<file path="src/rtl/proc_pkg.sv">
// Shared processor definitions: default address width and PC-stage states.
package proc_pkg;

   localparam int ADDR_W_DEF = 16;

   typedef enum logic [1:0] {
      ST_RUN   = 2'b00,
      ST_HALT  = 2'b01,
      ST_FAULT = 2'b10
   } pc_state_t;

endpackage

</file>
<file path="src/rtl/ret_stack.sv">
// Return-address LIFO. Error handling lives in the caller, which gates wr_en/rd_en.
module ret_stack
   import proc_pkg::*;
#(
   parameter int ADDR_W = ADDR_W_DEF,
   parameter int DEPTH  = 8,
   localparam int IW    = $clog2(DEPTH),
   localparam int SP_W  = IW + 1
) (
   input  logic              clk,
   input  logic              reset,
   input  logic              wr_en,
   input  logic [ADDR_W-1:0] wr_data,
   input  logic              rd_en,
   output logic [ADDR_W-1:0] top,
   output logic [SP_W-1:0]   sp,
   output logic              full,
   output logic              empty
);

   logic [ADDR_W-1:0] r_mem [DEPTH];
   logic [SP_W-1:0]   r_sp;
   logic [SP_W-1:0]   w_spm1;

   assign w_spm1 = r_sp - SP_W'(1);
   assign top    = r_mem[w_spm1[IW-1:0]];
   assign sp     = r_sp;
   assign full   = (r_sp == SP_W'(DEPTH));
   assign empty  = (r_sp == '0);

   always_ff @(posedge clk) begin
      if (reset) begin
         r_sp <= '0;
      end else if (rd_en) begin
         r_sp <= w_spm1;
      end else if (wr_en) begin
         r_sp <= r_sp + SP_W'(1);
      end
   end

   // RAM contents are intentionally not reset
   always_ff @(posedge clk) begin
      if (wr_en && !rd_en && !reset) begin
         r_mem[r_sp[IW-1:0]] <= wr_data;
      end
   end

endmodule

</file>
<file path="src/rtl/pc_stack_unit.sv">
// PC register, next-PC mux and RUN/HALT/FAULT control around the return stack.
// Optional PC_STALL_EN adds a stall input that freezes the stage while in RUN.
module pc_stack_unit
   import proc_pkg::*;
#(
   parameter int ADDR_W = ADDR_W_DEF,
   parameter int DEPTH  = 8
) (
   input  logic              clk,
   input  logic              reset,
`ifdef PC_STALL_EN
   input  logic              stall,
`endif
   input  logic              pc_src,
   input  logic              push,
   input  logic              pop,
   input  logic              halt,
   input  logic [ADDR_W-1:0] branch_target,
   output logic [ADDR_W-1:0] pc,
   output logic              halted,
   output logic              stack_full,
   output logic              stack_empty,
   output logic              overflow_err,
   output logic              underflow_err
);

   localparam int SP_W = $clog2(DEPTH) + 1;

   pc_state_t         r_state, w_state_nxt;
   logic [ADDR_W-1:0] r_pc, w_pc_nxt, w_pc_inc, w_top;
   logic              r_ovf, r_unf, w_ovf_nxt, w_unf_nxt;
   logic              w_wr, w_rd, w_stall;
   logic [SP_W-1:0]   w_sp;

`ifdef PC_STALL_EN
   assign w_stall = stall;
`else
   assign w_stall = 1'b0;
`endif

   assign w_pc_inc = r_pc + ADDR_W'(1);

   ret_stack #(.ADDR_W(ADDR_W), .DEPTH(DEPTH)) u_stack (
      .clk     (clk),
      .reset   (reset),
      .wr_en   (w_wr),
      .wr_data (w_pc_inc),
      .rd_en   (w_rd),
      .top     (w_top),
      .sp      (w_sp),
      .full    (stack_full),
      .empty   (stack_empty)
   );

   always_comb begin
      w_state_nxt = r_state;
      w_pc_nxt    = r_pc;
      w_ovf_nxt   = r_ovf;
      w_unf_nxt   = r_unf;
      w_wr        = 1'b0;
      w_rd        = 1'b0;
      if (r_state == ST_RUN && !w_stall && !reset) begin
         if (halt) begin
            w_state_nxt = ST_HALT;
         end else if (pop) begin
            if (w_sp != '0) begin
               w_rd     = 1'b1;
               w_pc_nxt = w_top;
            end else begin
               w_unf_nxt   = 1'b1;
               w_state_nxt = ST_FAULT;
            end
         end else if (push) begin
            if (w_sp < SP_W'(DEPTH)) begin
               w_wr     = 1'b1;
               w_pc_nxt = branch_target;
            end else begin
               w_ovf_nxt   = 1'b1;
               w_state_nxt = ST_FAULT;
            end
         end else if (pc_src) begin
            w_pc_nxt = branch_target;
         end else begin
            w_pc_nxt = w_pc_inc;
         end
      end
   end

   always_ff @(posedge clk) begin
      if (reset) begin
         r_state <= ST_RUN;
         r_pc    <= '0;
         r_ovf   <= 1'b0;
         r_unf   <= 1'b0;
      end else begin
         r_state <= w_state_nxt;
         r_pc    <= w_pc_nxt;
         r_ovf   <= w_ovf_nxt;
         r_unf   <= w_unf_nxt;
      end
   end

   assign pc            = r_pc;
   assign halted        = (r_state != ST_RUN);
   assign overflow_err  = r_ovf;
   assign underflow_err = r_unf;

endmodule

</file>
<file path="config.mk">
export PLATFORM = sky130hd
export DESIGN_NAME = pc_stack_unit
export DESIGN_NICKNAME = d
export VERILOG_FILES = /design/src/rtl/proc_pkg.sv /design/src/rtl/ret_stack.sv /design/src/rtl/pc_stack_unit.sv
export SDC_FILE = /design/constraint.sdc
export NUM_CORES = 1
export LEC_CHECK = 0
export ABC_AREA = 1
export BUFFER_PORTS_ARGS = -buffer_cell sky130_fd_sc_hd__clkbuf_2
export CORE_MARGIN = 2
export CORE_UTILIZATION = 50
export DETAILED_ROUTE_END_ITERATION = 6
export PLACE_DENSITY = 0.75
export SYNTH_ARGS = -nofsm -noshare
export SYNTH_HDL_FRONTEND = slang
export SYNTH_SLANG_ARGS = --single-unit
</file>
<file path="constraint.sdc">
create_clock -name clk -period 2.4 [get_ports clk]
set_input_delay 0.24 -clock clk [delete_from_list [all_inputs] [get_ports clk]]
set_output_delay 0.24 -clock clk [all_outputs]
set_load 0.01 [all_outputs]
</file>
==> impl_metrics.toml <==
[worst_setup_path]
cpPeakStageDelay_ns = 0.47
worstPathRequired_ns = 2.76
crit_path_start_kind = "register"
worst-path-buf-inv = 2
arrival_ns = 2.47
critical_path_class = "reg -> reg"
crit_family = "compound AO/OA/AOI/OAI gates"
cp_max_fo = 34
critical_path.cell_chain = "inv_1 -> ha_1 -> buf_4 -> o21ai_0 -> o211ai_1 -> nand3_1 -> a21oi_1"
critPathCaptureType = "register"
crit_slowest_cell = "dfxtp_1"

[sta]
setup_viol = 0
maxSlewViolCount = 0
fmax_mhz = 473.4
fin_setup_tns_ns = 0
final-hold-violation-count = 0
rsz0062_at_grt = "false"
skew_ns = 0.01250
fin_crit_ns = 2.113
finalCritPeriodShare_pct = 88.02
slew_headroom_pct = 50.41
worstMarginPinSlew_ns = 0.7438

[floorplanning]
core-area_mm2 = 0.01377
die_width_um = 122.1
initial_core_util_pct = 50.61
rows = 43
dieArea_mm2 = 0.01490
ioPinCount = 43
die_y_um = 122.1

[clocking]
cts_buffers = 17
clock_sinks = 152
clk_path_buf_depth = 2
htree_num_levels = 4
postCtsHoldBufs = 0
ctsResizeCount = 0
tritoncts = "yes"
post_cts_buffers = 0
clk_latency_ns = 0.43
clkTransAtPathRegs_ns = 0.06
root_buffer = "clkbuf_16"

[hold_path]
hp-class = "in -> reg"

[synth]
synth_edf_count = 128
synth_top_flop_cell = "edfxtp_1"
synthArstFlopShare_pct = 0
netlist_instances = 741
ys_seq_area_share_pct = 62.04
syn_area_mm2 = 0.006970
ys_warn_count = 0
ys_ff_latch = 152
synth_cell_type_count = 32
synthesis.nets = 766
syn_area_per_cell_um2 = 9.407

[pwr]
sw_frac_of_total_pct = 21.53
pwr-share-comb_pct = 7.1
p_int_mw = 4.790
p_per_area_mw_per_mm2 = 751.2
p_sw_mw = 1.314
max-vdd-ir-drop_mv = 0.7813
pwr-share-clk_pct = 44.9
p_seq_share_pct = 48.0
p_total_mw = 6.104
power_leakage_nw = 3.328

[drt]
avgRoutedWirePerCell_um = 17.08
ant_nets = 0
wirelength_mm = 16.91
drcViolationCount = 0
drt_iter0_markers = 608
vias_per_cell = 5.428
firstDrtPassIters = 6
vias = 5374

[grt]
grt_overflow = 0
grt_pass1_wl_mm = 26.33
antenna_found_initial = 0
grt_usage_pct = 24.12
grt_pass1_vias = 5031
grt_start_max_net_pins = 68

[cells_and_area]
nets = 822
final_common_cell = "nand2_1"
final_cells = 990
utilization_pct = 58.99
drive_gt1_share_pct = 14.94
multi_input_area_mm2 = 0.002275
ff_latch_area_mm2 = 0.004325
final_cell_mix = "180 x nand2_1, 128 x edfxtp_1, 119 x nor2_1, 63 x nand3_1, 56 x o21ai_0"
synthToLayoutAreaGrowth_pct = 16.57
antennaDiodeCount = 0
fillCellCount = 1155

[placed_design]
port_buffers = 42
gp_congestion = 0.9222
dp.cells = 958
place_hpwl_mm = 10.78

[flow_run]
drv_cap = 0

[run_status]
status = "complete, no violations"
worst reg2reg max path, delay by kind of cell (launching register included):
family | cells | cell delay, ns
adder cells (fa/ha/maj) | 1 | 0.36
flip-flops | 1 | 0.47
buffers and inverters | 2 | 0.54
AO/OA/AOI/OAI | 3 | 0.59
AND/OR/NAND/NOR | 1 | 0.10
power groups by stage:
stage	logic, mW	registers, mW	clock network (mW)
floorplan	0.277	2.98	0
global placement	0.423	2.98	0
detailed placement	0.428	2.98	0
CTS	0.432	2.93	2.77
global route	0.483	2.93	2.87
finish	0.432	2.93	2.74
layout make-up:
class,count,share of cell area (%)
inverter,59,2.818
multi-input combinational,496,28.00
tap,180,2.772
timing repair buffer,71,5.728
clock buffer,22,5.590
sequential,152,53.23
clock inverter,10,1.863
logic make-up after synthesis:
| group | count (synthesis) | share of synthesized area (%) |
|---|---|---|
| simple gates | 383 | 22.60 |
| flops | 152 | 62.04 |
| compound gates | 106 | 8.114 |
| buf+inv | 93 | 5.834 |
| xor+xnor | 4 | 0.8797 |
| fa+ha+maj | 3 | 0.5386 |
state kept, by name (all words and copies together), names as in the netlist:
signal         cells
u_stack.r_mem    128
pc                16
underflow_err      1
r_state            2
overflow_err       1
u_stack.sp         4
worst paths after layout:
| path | start | to | slack [ns] | depth (start not counted) |
|---|---|---|---|---|
| hold / removal | halt | r_state[0]$_SDFFE_PP0P_ | 0.08 | 3 |
| setup / recovery | u_stack.sp[1]$_SDFFE_PP0P_ | pc[4]$_SDFFE_PP0P_ | 0.29 | 7 |
| hold reg to reg | overflow_err$_SDFFE_PP0P_ | overflow_err$_SDFFE_PP0P_ | 0.49 | 2 |
| setup reg to reg | u_stack.sp[1]$_SDFFE_PP0P_ | pc[4]$_SDFFE_PP0P_ | 0.29 | 7 |
synth_stat cells (2+ instances only):
cell type,instances,area (um^2)
nand2_1,180,675.7
edfxtp_1,128,3844
nor2_1,121,454.2
nand3_1,63,315.3
o21ai_0,56,280.3
inv_1,55,206.5
a21oi_1,24,120.1
dfxtp_1,24,480.5
clkbuf_1,15,56.30
o211ai_1,12,90.09
buf_2,10,50.05
o21ai_1,10,50.05
nor3_1,8,40.04
buf_6,5,56.30
buf_1,4,15.01
ha_1,3,37.54
nand4_1,3,18.77
a31oi_1,2,12.51
inv_2,2,7.510
nand3_2,2,20.02
o22ai_1,2,12.51
or2_2,2,12.51
routing by layer:
layer,wire [um],vias to the layer above,track usage [%]
li1,-,2613,-
met1,7225,2496,31.95
met2,7809,224,37.57
met4,544,0,11.28
met3,1328,41,5.899
met5,0,-,0
stage by stage:
stage               worst slack [ns]  hold slack (ns)  area (um^2)
global route                 0.06395           0.1095         8125
CTS                           0.2998          0.07552         8125
global placement              0.3438           0.4605         7520
finish                        0.2874          0.08229         8125
floorplan                   -0.03989           0.3817         6970
detailed placement            0.3274           0.4691         7520
No activity file was read; power rests on OpenSTA's default activity.
